`src/rtl/lim_inc_pkg.sv`:
```
// Shared types and helpers for the limited (modulo-L) incrementor.
package lim_inc_pkg;

  localparam int MAX_W = 64;

  typedef struct packed {
    logic             co;
    logic [MAX_W-1:0] sum;
  } lim_res_t;

  // The compare runs one bit wider than the operand so a+ci never truncates.
  function automatic int cmp_w(input int n);
    return n + 1;
  endfunction

  function automatic lim_res_t lim_calc(input logic [MAX_W-1:0] a,
                                        input logic             ci,
                                        input logic [MAX_W-1:0] l);
    lim_res_t         r;
    logic [MAX_W-1:0] t;
    t = a + MAX_W'(ci);
    if (t >= l) begin
      r.sum = '0;
      r.co  = 1'b1;
    end else begin
      r.sum = t;
      r.co  = 1'b0;
    end
    return r;
  endfunction

endpackage

```
`src/rtl/lim_inc_core.sv`:
```
// Combinational add / compare / wrap for one limited-increment stage.
module lim_inc_core
  import lim_inc_pkg::*;
#(
  parameter int N = 4,
  parameter int L = 10
) (
  input  logic [N-1:0] a,
  input  logic         ci,
  output logic [N-1:0] sum,
  output logic         co
);

  localparam int W = cmp_w(N);

  // N is capped so 2^N still fits the int-typed limit.
  if (N < 1 || N > 30) begin : g_bad_n
    $error("lim_inc_core: N=%0d outside 1..30", N);
  end
  if (L < 1 || longint'(L) > (longint'(1) << (W-1))) begin : g_bad_l
    $error("lim_inc_core: L=%0d outside 1..2^N", L);
  end

  lim_res_t res;
  logic     unused_hi;

  always_comb begin
    res = lim_calc(MAX_W'(a), ci, MAX_W'(L));
  end

  assign sum       = res.sum[N-1:0];
  assign co        = res.co;
  assign unused_hi = ^res.sum[MAX_W-1:N];

endmodule

```
`src/rtl/lim_inc.sv`:
```
// Limited incrementor with registered output stage.
// Optional LIM_INC_STICKY_EN adds wrap_seen, a sticky flag of any enabled wrap.
module lim_inc
  import lim_inc_pkg::*;
#(
  parameter int N = 4,
  parameter int L = 10
) (
  input  logic         clk,
  input  logic         rst,
  input  logic [N-1:0] a,
  input  logic         ci,
  input  logic         en,
  output logic [N-1:0] sum,
  output logic         co,
  output logic [N-1:0] sum_q,
`ifdef LIM_INC_STICKY_EN
  output logic         wrap_seen,
`endif
  output logic         co_q
);

  lim_inc_core #(.N(N), .L(L)) u_core (
    .a   (a),
    .ci  (ci),
    .sum (sum),
    .co  (co)
  );

  always_ff @(posedge clk or posedge rst) begin
    if (rst) begin
      sum_q <= '0;
      co_q  <= 1'b0;
    end else if (en) begin
      sum_q <= sum;
      co_q  <= co;
    end
  end

`ifdef LIM_INC_STICKY_EN
  // Only rst clears it; later non-wrap loads leave it set.
  always_ff @(posedge clk or posedge rst) begin
    if (rst)
      wrap_seen <= 1'b0;
    else if (en && co)
      wrap_seen <= 1'b1;
  end
`endif

endmodule

```
`config.mk`:
```
export PLATFORM = sky130hd
export DESIGN_NAME = lim_inc
export DESIGN_NICKNAME = d
export VERILOG_FILES = /design/src/rtl/lim_inc_pkg.sv /design/src/rtl/lim_inc_core.sv /design/src/rtl/lim_inc.sv
export SDC_FILE = /design/constraint.sdc
export NUM_CORES = 1
export LEC_CHECK = 0
export ABC_AREA = 1
export ABC_CLOCK_PERIOD_IN_PS = 2200
export CORE_MARGIN = 1.5
export CORE_UTILIZATION = 25
export DETAILED_ROUTE_END_ITERATION = 8
export MAX_ROUTING_LAYER = met4
export SYNTH_ARGS = -nofsm -noshare
export SYNTH_HDL_FRONTEND = slang
export SYNTH_SLANG_ARGS = --single-unit
```
`constraint.sdc`:
```
create_clock -name clk -period 2.2 [get_ports clk]
set_input_delay 0.33 -clock clk [delete_from_list [all_inputs] [get_ports clk]]
set_output_delay 0.33 -clock clk [all_outputs]
set_load 0.05 [all_outputs]
```
==> results.tsv, run 1 <==
metric	value	unit
Clk Latency, worst-skew pair	0.24	ns
Overflow after GRT	0	
Power Internal	0.255	mW
Hold Path Class	in2async	
setup violators final	0	
Placement Cell Area	597	µm²
Die ar.	0.00153	mm²
Finished Layout Cells	85	
Max-slew headroom	0.670	
met1 Use GR	0.128	
PortBufs	17	
Layout area overhead	103	%
post-synth net total	56	
Register-to-Register Setup Slack	1.59	ns
combinational share of power	0.485	
Reg clk slew, reported paths	0.04	ns
1st-iter DRT viols	11	
net switching power	0.154	mW
Detailed Route WL	712	µm
most used cell, CP	nand2_4	
fin util	0.574	
synthesized cell area	327	µm²
Core ar.	0.00116	mm²
critical path's slowest cell	clkdlybuf4s50_1	
largest net degree at the start of global routing	8	
clock buffer depth	2	
part of the Yosys area used for sequential elements	0.383	
buffer and inverter count on the worst path	2	
fillcell total	97	
status	finished clean	
final hold vios	0	
period utilisation layout	0.941	
MaxCap Viol Count	0	
clock root cell	clkbuf_4	
Crit Path Class	in2out	
Synth Instances	46	
Slew @ Worst Pin	0.494	ns
CTS Hold Bufs	0	
vias	357	
Detailed Routing Iterations Pass 1	4	
Synth Area per Inst	7.10	µm²
Post-DRT Antenna Nets	0	
Detailed Place HPWL	592	µm
Critical Path RT	1.87	ns
number of synthesized register bits	5	
power density cells	617	mW/mm²
R2R cell count	2	
crit-path cells	clkdlybuf4s50_1 > ha_4 > nand3b_1 > nand2_4 > nand2_4 > nor2_4 > buf_12	
Die X	39.1	µm
cell count after placement	81	
H-tree depth	1	
Finished Cell Area	663	µm²
IO Count	18	
Starting Density	0.282	
Clock Skews	0	ns
reg2reg end	sum_q[3]	
WL/cell	8.38	µm
Via-to-Cell Ratio	4.20	
Rows	12	
M3 GR Usage	0.0867	
first-pass GRT wire length	1140	µm
CP max FO	4	
critical path arrival	1.74	ns
initial antenna violation count	0	
CTS sink count	5	
Reg-to-Reg Start	sum_q[3]	
Sw Share	0.377	
achievable frequency	483	MHz
drt drc	0	
CP max stage delay	0.55	ns
Ant. Diodes	0	
min Tclk post-route	2.07	ns
layout cell share with drive strength beyond 1	0.296	
CTS tree	built	
vias in the first global route	315	
Pleak	0.352	nW
GR peak layer	met2	
VDD IR-drop max	0.000352	V
Seq pwr share	0.262	
Layout Nets	82	
critical path's top delay family	buffers and inverters	
cts bufs inserted	3	
GP Congestion	0.685	
Die Height	39.1	µm
RSZ-0062 raised after global routing	no	
Ys Warns	0	
Tot GR Track Use	0.116	
Max Transition Viols Final	0	
Setup crit end kind	output port	
CP Launch Type	input pin	
GR Layer Usage met2	0.179	
Clk network pwr share	0.253	
Yosys cell types	11	
==> routing by layer <==
layer | routed length (µm) | vias up | share of wire
met4 | 0 | 0 | 0
li1 | - | 195 | -
met2 | 343 | 12 | 0.48
met1 | 317 | 150 | 0.45
met3 | 51 | 0 | 0.072
met5 | 0 | - | 0
==> cell families after synthesis <==
logic type | Yosys count | synth area share
AOI/OAI and AO/OA | 2 | 0.0421
adders and majority gates | 2 | 0.0766
DFF | 5 | 0.383
and+or+nand+nor | 27 | 0.383
buffers and inverters | 10 | 0.115
==> cells in the mapped netlist <==
master	number	area [µm²]
o21ai_2	1	8.76
nand2_1	14	52.6
nand3b_1	1	7.51
o21ai_1	1	5.00
ha_1	2	25.0
nand4_1	3	18.8
nand2_2	3	18.8
nand3_1	4	20.0
dfrtp_1	5	125
inv_1	10	37.5
nor2_1	2	7.51
==> how the worst max path moves through the flow <==
stage / start / end / slack [ns] / depth (start not counted)
floorplan: a[0] / sum[0] / 0.07 / 6
finish: a[1] / sum[0] / 0.13 / 7
global placement: a[0] / sum[0] / -0.04 / 8
global route: a[1] / sum[0] / 0.05 / 9
CTS: a[0] / sum[0] / 0.01 / 8
detailed placement: a[0] / sum[0] / -0.03 / 8
==> area by class of cell <==
class / instances / area, µm² / share of cell area
Inverter: 10 / 37.5 / 0.0566
Tap cell: 14 / 17.5 / 0.0264
Timing Repair Buffer: 21 / 255 / 0.385
Sequential cell: 5 / 125 / 0.189
Multi-Input combinational cell: 31 / 201 / 0.304
Clock buffer: 4 / 26.3 / 0.0396
==> cell usage in the layout (no fill, tap or decap) <==
cell type,synthesis,routed
nand2_1,14,14
dlymetal6s2s_1,0,2
nand2_4,0,2
ha_2,0,1
nand3_2,0,1
o21ai_1,1,1
inv_2,0,1
clkbuf_4,0,3
clkdlybuf4s50_1,0,10
dfrtp_1,5,5
buf_12,0,5
o21ai_2,1,1
nand4_1,3,3
nor2_1,2,1
inv_1,10,9
clkbuf_1,0,1
buf_4,0,4
nor2_4,0,1
nand3b_1,1,1
nand2_2,3,1
nand3_1,4,3
ha_4,0,1
==> timing repair <==
action	CTS	global route
cloned	0	0
gates resized for setup	2	7
setup buffers	0	0
endpoints found under the setup margin	1	3
pin swaps	0	7
==> per-stage QoR <==
stage	TNS, ns	hold slack, ns	setup WS [ns]	power [mW]
final	0	0.293	0.130	0.409
after detailed placement	-0.0254	0.464	-0.0254	0.301
after global routing	0	0.303	0.0547	0.436
after CTS	0	0.293	0.0148	0.413
after global placement	-0.0373	0.467	-0.0373	0.300
after floorplan	0	0.109	0.0718	0.212
==> state kept, by name, indices dropped and copies added, names as in the netlist <==
register and count:
sum_q 4, co_q 1
==> power by group through the flow <==
| stage | combinational, mW | sequential, mW | clock (mW) |
|---|---|---|---|
| CTS | 0.196 | 0.107 | 0.110 |
| global route | 0.211 | 0.108 | 0.117 |
| global placement | 0.192 | 0.108 | 0 |
| finish | 0.198 | 0.107 | 0.104 |
| floorplan | 0.0675 | 0.144 | 0 |
| detailed placement | 0.192 | 0.109 | 0 |
(Power assumes the default switching activity.)
==> run 2: changes to the inputs <==
- CORE_AREA: unset -> 2 2 39 41
- CORE_MARGIN: 1.5 -> unset
- CORE_UTILIZATION: 25 -> unset
- DIE_AREA: unset -> 0 0 41 43
- SYNTH_HIERARCHICAL: unset -> 1
==> run 2 against run 1 <==
Net effect:
- combinational power up 9.6%
- critical path depth unchanged
- setup slack worse by 0.055 ns
- worst hold slack better by 0.0019 ns
- largest power group unchanged
- first-iteration DRC count down 100%
- clock-buffer cell count unchanged
- synthesized cell count down 4.3%
- critical path type unchanged
- sequential share of layout area down 0.42 points
- via count down 0.56%
==> results.tsv, run 2 <==
metric	value	unit
critical path's top delay family	buffers and inverters	
most used cell, CP	ha_4	
drt drc	0	
RSZ-0062 raised after global routing	no	
Max-slew headroom	0.671	
fin util	0.490	
Pleak	0.336	nW
GP Congestion	0.721	
CTS Hold Bufs	0	
adder-cell share of the synthesized area	0.0823	
initial antenna violation count	0	
Die X	41	µm
Finished Layout Cells	86	
Clock Skews	0	ns
Hold WS	0.295	ns
final hold vios	0	
Starting Density	0.220	
number of synthesized register bits	5	
critical path arrival	1.80	ns
post-synth net total	54	
VDD IR-drop max	0.000175	V
Layout area overhead	123	%
CP Launch Type	input pin	
DP Worst Slack	-0.0671	ns
vias in the first global route	308	
max reg flops	4	
post-synthesis mux area share	0	
Finished Cell Area	678	µm²
IO Count	18	
post-CTS setup buffer count	0	
met2 WL	403	µm
achievable frequency	470	MHz
CP max stage delay	0.50	ns
Clk Latency, worst-skew pair	0.24	ns
buffer and inverter count on the worst path	3	
Ys Warns	6	
WL/cell	8.99	µm
Max Transition Viols Final	0	
EDFF count, synth	0	
vias	355	
Rows	14	
Critical Path RT	1.87	ns
final worst slack	0.0744	ns
most common cell after layout, fill and taps aside	nand2_1	
Detailed Place HPWL	648	µm
Tot Pwr	0.426	mW
XOR/XNOR Fraction of Synth Area	0	
synthesized cell area	304	µm²
largest net degree at the start of global routing	7	
Main synth FF type	dfrtp_1	
Ant. Diodes	0	
MaxCap Viol Count	0	
Overflow after GRT	0	
Crit Path Class	in2out	
power density cells	628	mW/mm²
Yosys cell types	10	
setup TNS	0	ns
Setup crit end kind	output port	
Detailed Route WL	773	µm
Tot GR Track Use	0.0989	
cell with the most instances after synthesis	nand2_1	
crit-path cells	clkdlybuf4s50_1 > ha_4 > ha_4 > nand2_1 > buf_4 > a21oi_1 > buf_12	
Synth Area in Simple Gates	0.391	
H-tree depth	1	
Synth top cells by count	nand2_1, inv_1, dfrtp_1	
Die Height	43	µm
Die ar.	0.00176	mm²
Synth Area per Inst	6.91	µm²
status	finished clean	
clock root cell	clkbuf_4	
1st-iter DRT viols	0	
Hold Path Class	in2async	
Layout Nets	81	
Area contributors post-synth	dfrtp_1, nand2_1, inv_1	
Via-to-Cell Ratio	4.13	
met1 WL	285	µm
PortBufs	17	
main combinational cell family by area after synthesis	simple AND/OR/NAND/NOR gates	
Top Layer Used	met4	
asr flop ratio synth	1.00	
first-pass GRT wire length	1140	µm
setup violators final	0	
clock buffer depth	2	
cts bufs inserted	3	
Detailed Routing Iterations Pass 1	1	
Yosys top cell by area	dfrtp_1	
min Tclk post-route	2.13	ns
CTS tree	built	
Largest regs	sum_q (4), co_q (1)	
commonest non-fill, non-tap cells in the layout	nand2_1, clkdlybuf4s50_1, inv_1	
Synth Area in Compound Gates	0.0165	
most flop-heavy register	sum_q	
Post-DRT Antenna Nets	0	
critical path's slowest cell	clkdlybuf4s50_1	
layout cell share with drive strength beyond 1	0.357	
Synth Instances	44	
Slew @ Worst Pin	0.491	ns
Register-to-Register Setup Slack	1.60	ns
Reg clk slew, reported paths	0.04	ns
cell count after placement	82	
Placement Cell Area	582	µm²
top-area cell type share of the netlist area	0.412	
met3 WL post-DR	69	µm
period utilisation layout	0.966	
CTS sink count	5	
Core ar.	0.00138	mm²
CP max FO	3	
part of the Yosys area used for sequential elements	0.412	
run 2: cell count changes in the layout (fill, tap and decap cells not counted), sizes merged, moves of 2 or more:
cell   before  now
inv        10    8
nand2      17   21
nand4       3    1
o21ai       2    0
run 2: cell families after synthesis:
logic type               Yosys count
AND/OR/NAND/NOR                   28
flip-flops                         5
AO/OA/AOI/OAI                      1
buffers and inverters              8
adder cells (fa/ha/maj)            2
run 2: path summary, 6_finish.rpt:
check / cells past startpoint / start / end
min in group clk: 2 / sum_q[1] / sum_q[1]
worst min register to register: 2 / sum_q[1] / sum_q[1]
worst min-delay path: 2 / rst / co_q
max in group asynchronous: 2 / rst / sum_q[3]
worst max register to register: 2 / sum_q[3] / sum_q[3]
worst max-delay path: 7 / a[0] / sum[2]
run 2: timing repair:
item / 4_1_cts / 5_1_grt
pin swaps: 0 / 6
setup endpoints to repair: 3 / 5
resized for setup: 0 / 17
hold endpoints to repair: 0 / 0
run 2: layout make-up:
class,count,area (µm²)
Clock buffer,4,26.3
Sequential cell,5,125
Timing Repair Buffer,22,268
Inverter,8,30.0
Multi-Input combinational cell,31,209
Tap cell,16,20.0
Fill cell,148,706
run 2: report_power, final:
group | total [mW] | switching, mW | internal (mW)
combinational | 0.217 | 0.123 | 0.0937
clock | 0.101 | 0.0329 | 0.0683
sequential | 0.108 | 0.00531 | 0.103
total | 0.426 | 0.161 | 0.265
run 2: routing by layer:
| metal | vias up | GRT usage |
|---|---|---|
| li1 | 186 | - |
| met1 | 151 | 0.100 |
| met2 | 16 | 0.153 |
| met3 | 2 | 0.0209 |
| met4 | 0 | 0.0800 |
| met5 | - | - |
==> run 3: changes to the inputs <==
==> constraint.sdc (replaced) <==
create_clock -name clk -period 2.2 [get_ports clk]
set_input_delay 0.44 -clock clk [delete_from_list [all_inputs] [get_ports clk]]
set_output_delay 0.44 -clock clk [all_outputs]
set_load 0.05 [all_outputs]
==> run 3 against run 2 <==
Net effect:
- design area decreased by 2.0%
- largest cell class unchanged
- total power decreased by 0.94%
- global-route usage increased by 1.5 points
- sequential cell count unchanged
- largest power group unchanged
- routed wire length decreased by 1.9%
- critical path type unchanged
==> results.tsv, run 3 (same netlist as run 2, synthesis figures left out) <==
metric	value	unit
status	finished clean	
post-CTS setup buffer count	0	
most common cell after layout, fill and taps aside	nand2_1	
Seq pwr share	0.256	
Clk Latency, worst-skew pair	0.24	ns
largest net degree at the start of global routing	7	
Post-DRT Antenna Nets	0	
power density cells	635	mW/mm²
Die X	41	µm
drt drc	0	
H-tree depth	1	
Critical Path RT	1.76	ns
clock buffer depth	2	
Register-to-Register Setup Slack	1.61	ns
Setup crit end kind	output port	
Power Internal	0.262	mW
Sw Share	0.381	
critical path arrival	1.68	ns
max reg flops	4	
Starting Density	0.220	
min Tclk post-route	2.12	ns
Rows	14	
R2R cell count	2	
critical path's slowest cell	dlygate4sd2_1	
Slew @ Worst Pin	0.488	ns
Finished Layout Cells	85	
CTS sink count	5	
critical path depth	9	
CTS tree	built	
layout cell share with drive strength beyond 1	0.333	
CP max FO	5	
CP Launch Type	input pin	
crit path to	sum[3]	
Die ar.	0.00176	mm²
combinational share of power	0.504	
final worst slack	0.0790	ns
MaxCap Viol Count	0	
cell count after placement	81	
clock root cell	clkbuf_4	
Tot Pwr	0.422	mW
Clk network pwr share	0.241	
reg2reg end	sum_q[0]	
Reg-to-Reg Start	sum_q[0]	
Ant. Diodes	0	
net switching power	0.161	mW
Pleak	0.336	nW
most flop-heavy register	sum_q	
first-pass GRT wire length	1350	µm
initial antenna violation count	0	
DP Worst Slack	-0.253	ns
most used cell, CP	ha_4	
vias in the first global route	370	
CP max stage delay	0.26	ns
Critical Path Start	ci	
Detailed Route WL	758	µm
IO Count	18	
buffer and inverter count on the worst path	3	
WL/cell	8.92	µm
Layout area overhead	119	%
Overflow after GRT	0	
cts bufs inserted	3	
PortBufs	17	
setup TNS	0	ns
CTS Hold Bufs	0	
Detailed Routing Iterations Pass 1	2	
GP Congestion	0.665	
Via-to-Cell Ratio	4.09	
vias	348	
Crit Path Class	in2out	
Tot GR Track Use	0.113	
RSZ-0062 raised after global routing	no	
critical path's top delay family	buffers and inverters	
VDD IR-drop max	0.000199	V
crit-path cells	dlygate4sd2_1 > ha_4 > ha_4 > inv_2 > nand3_2 > nand2_2 > nand2_4 > nor2_4 > buf_12	
period utilisation layout	0.964	
Largest regs	sum_q (4), co_q (1)	
achievable frequency	471	MHz
Max-slew headroom	0.674	
fillcell total	153	
final hold vios	0	
Reg clk slew, reported paths	0.04	ns
setup violators final	0	
Clock Skews	0	ns
Hold Path Class	in2async	
Core ar.	0.00138	mm²
1st-iter DRT viols	6	
Layout Nets	80	
Die Height	43	µm
Max Transition Viols Final	0	
commonest non-fill, non-tap cells in the layout	nand2_1, clkdlybuf4s50_1, inv_1	
run 3: changes by cell type in the layout (fill, tap and decap cells not counted):
cell             before  now
dlygate4sd2_1         0    3
clkdlybuf4s50_1      11    8
nand2_2               3    2
nand2_1              17   18
buf_4                 3    2
run 3: power groups by stage:
| stage | registers, mW | clock network (mW) | logic (mW) |
|---|---|---|---|
| 5_1_grt | 0.109 | 0.113 | 0.227 |
| 6_report | 0.108 | 0.102 | 0.213 |
| 3_3_place_gp | 0.109 | 0 | 0.197 |
| 3_5_place_dp | 0.109 | 0 | 0.198 |
| 2_1_floorplan | 0.147 | 0 | 0.0670 |
| 4_1_cts | 0.108 | 0.109 | 0.213 |
run 3: worst min-delay path by stage:
stage                     slack, ns     start        to  cells after the start
after floorplan                0.22       rst      co_q                      1
after global placement         0.45  sum_q[1]  sum_q[1]                      2
after detailed placement       0.46  sum_q[3]  sum_q[3]                      2
after CTS                      0.40       rst  sum_q[3]                      2
after global routing           0.43       rst  sum_q[3]                      2
final                          0.41       rst  sum_q[3]                      2
run 3: timing repair:
action / in CTS / in global routing
pin swaps: 5 / 1
resized for setup: 14 / 1
endpoints found under the setup margin: 5 / 4
run 3: area by class of cell:
type	instances	area, µm²	share of cell area
repair buffers	21	256	0.386
inverters	8	30.0	0.0452
well taps	16	20.0	0.0301
flip-flops and latches	5	125	0.188
clock buffers	4	26.3	0.0395
multi-input cells	31	206	0.311
run 3: metal layers:
layer	wire, µm	part of all wire	GRT usage	vias to the layer above
met5	0	0	-	-
met4	0	0	0.0800	0
met3	69	0.091	0.0209	0
met2	412	0.54	0.184	12
met1	276	0.36	0.113	152
li1	-	-	-	184
run 3: through the flow:
step	utilization	hold WS (ns)	area (µm²)
after global routing	0.480	0.432	664
after global placement	0.420	0.455	582
after floorplan	-	0.219	312
after CTS	0.478	0.403	662
after detailed placement	0.420	0.457	582
final	0.480	0.409	664
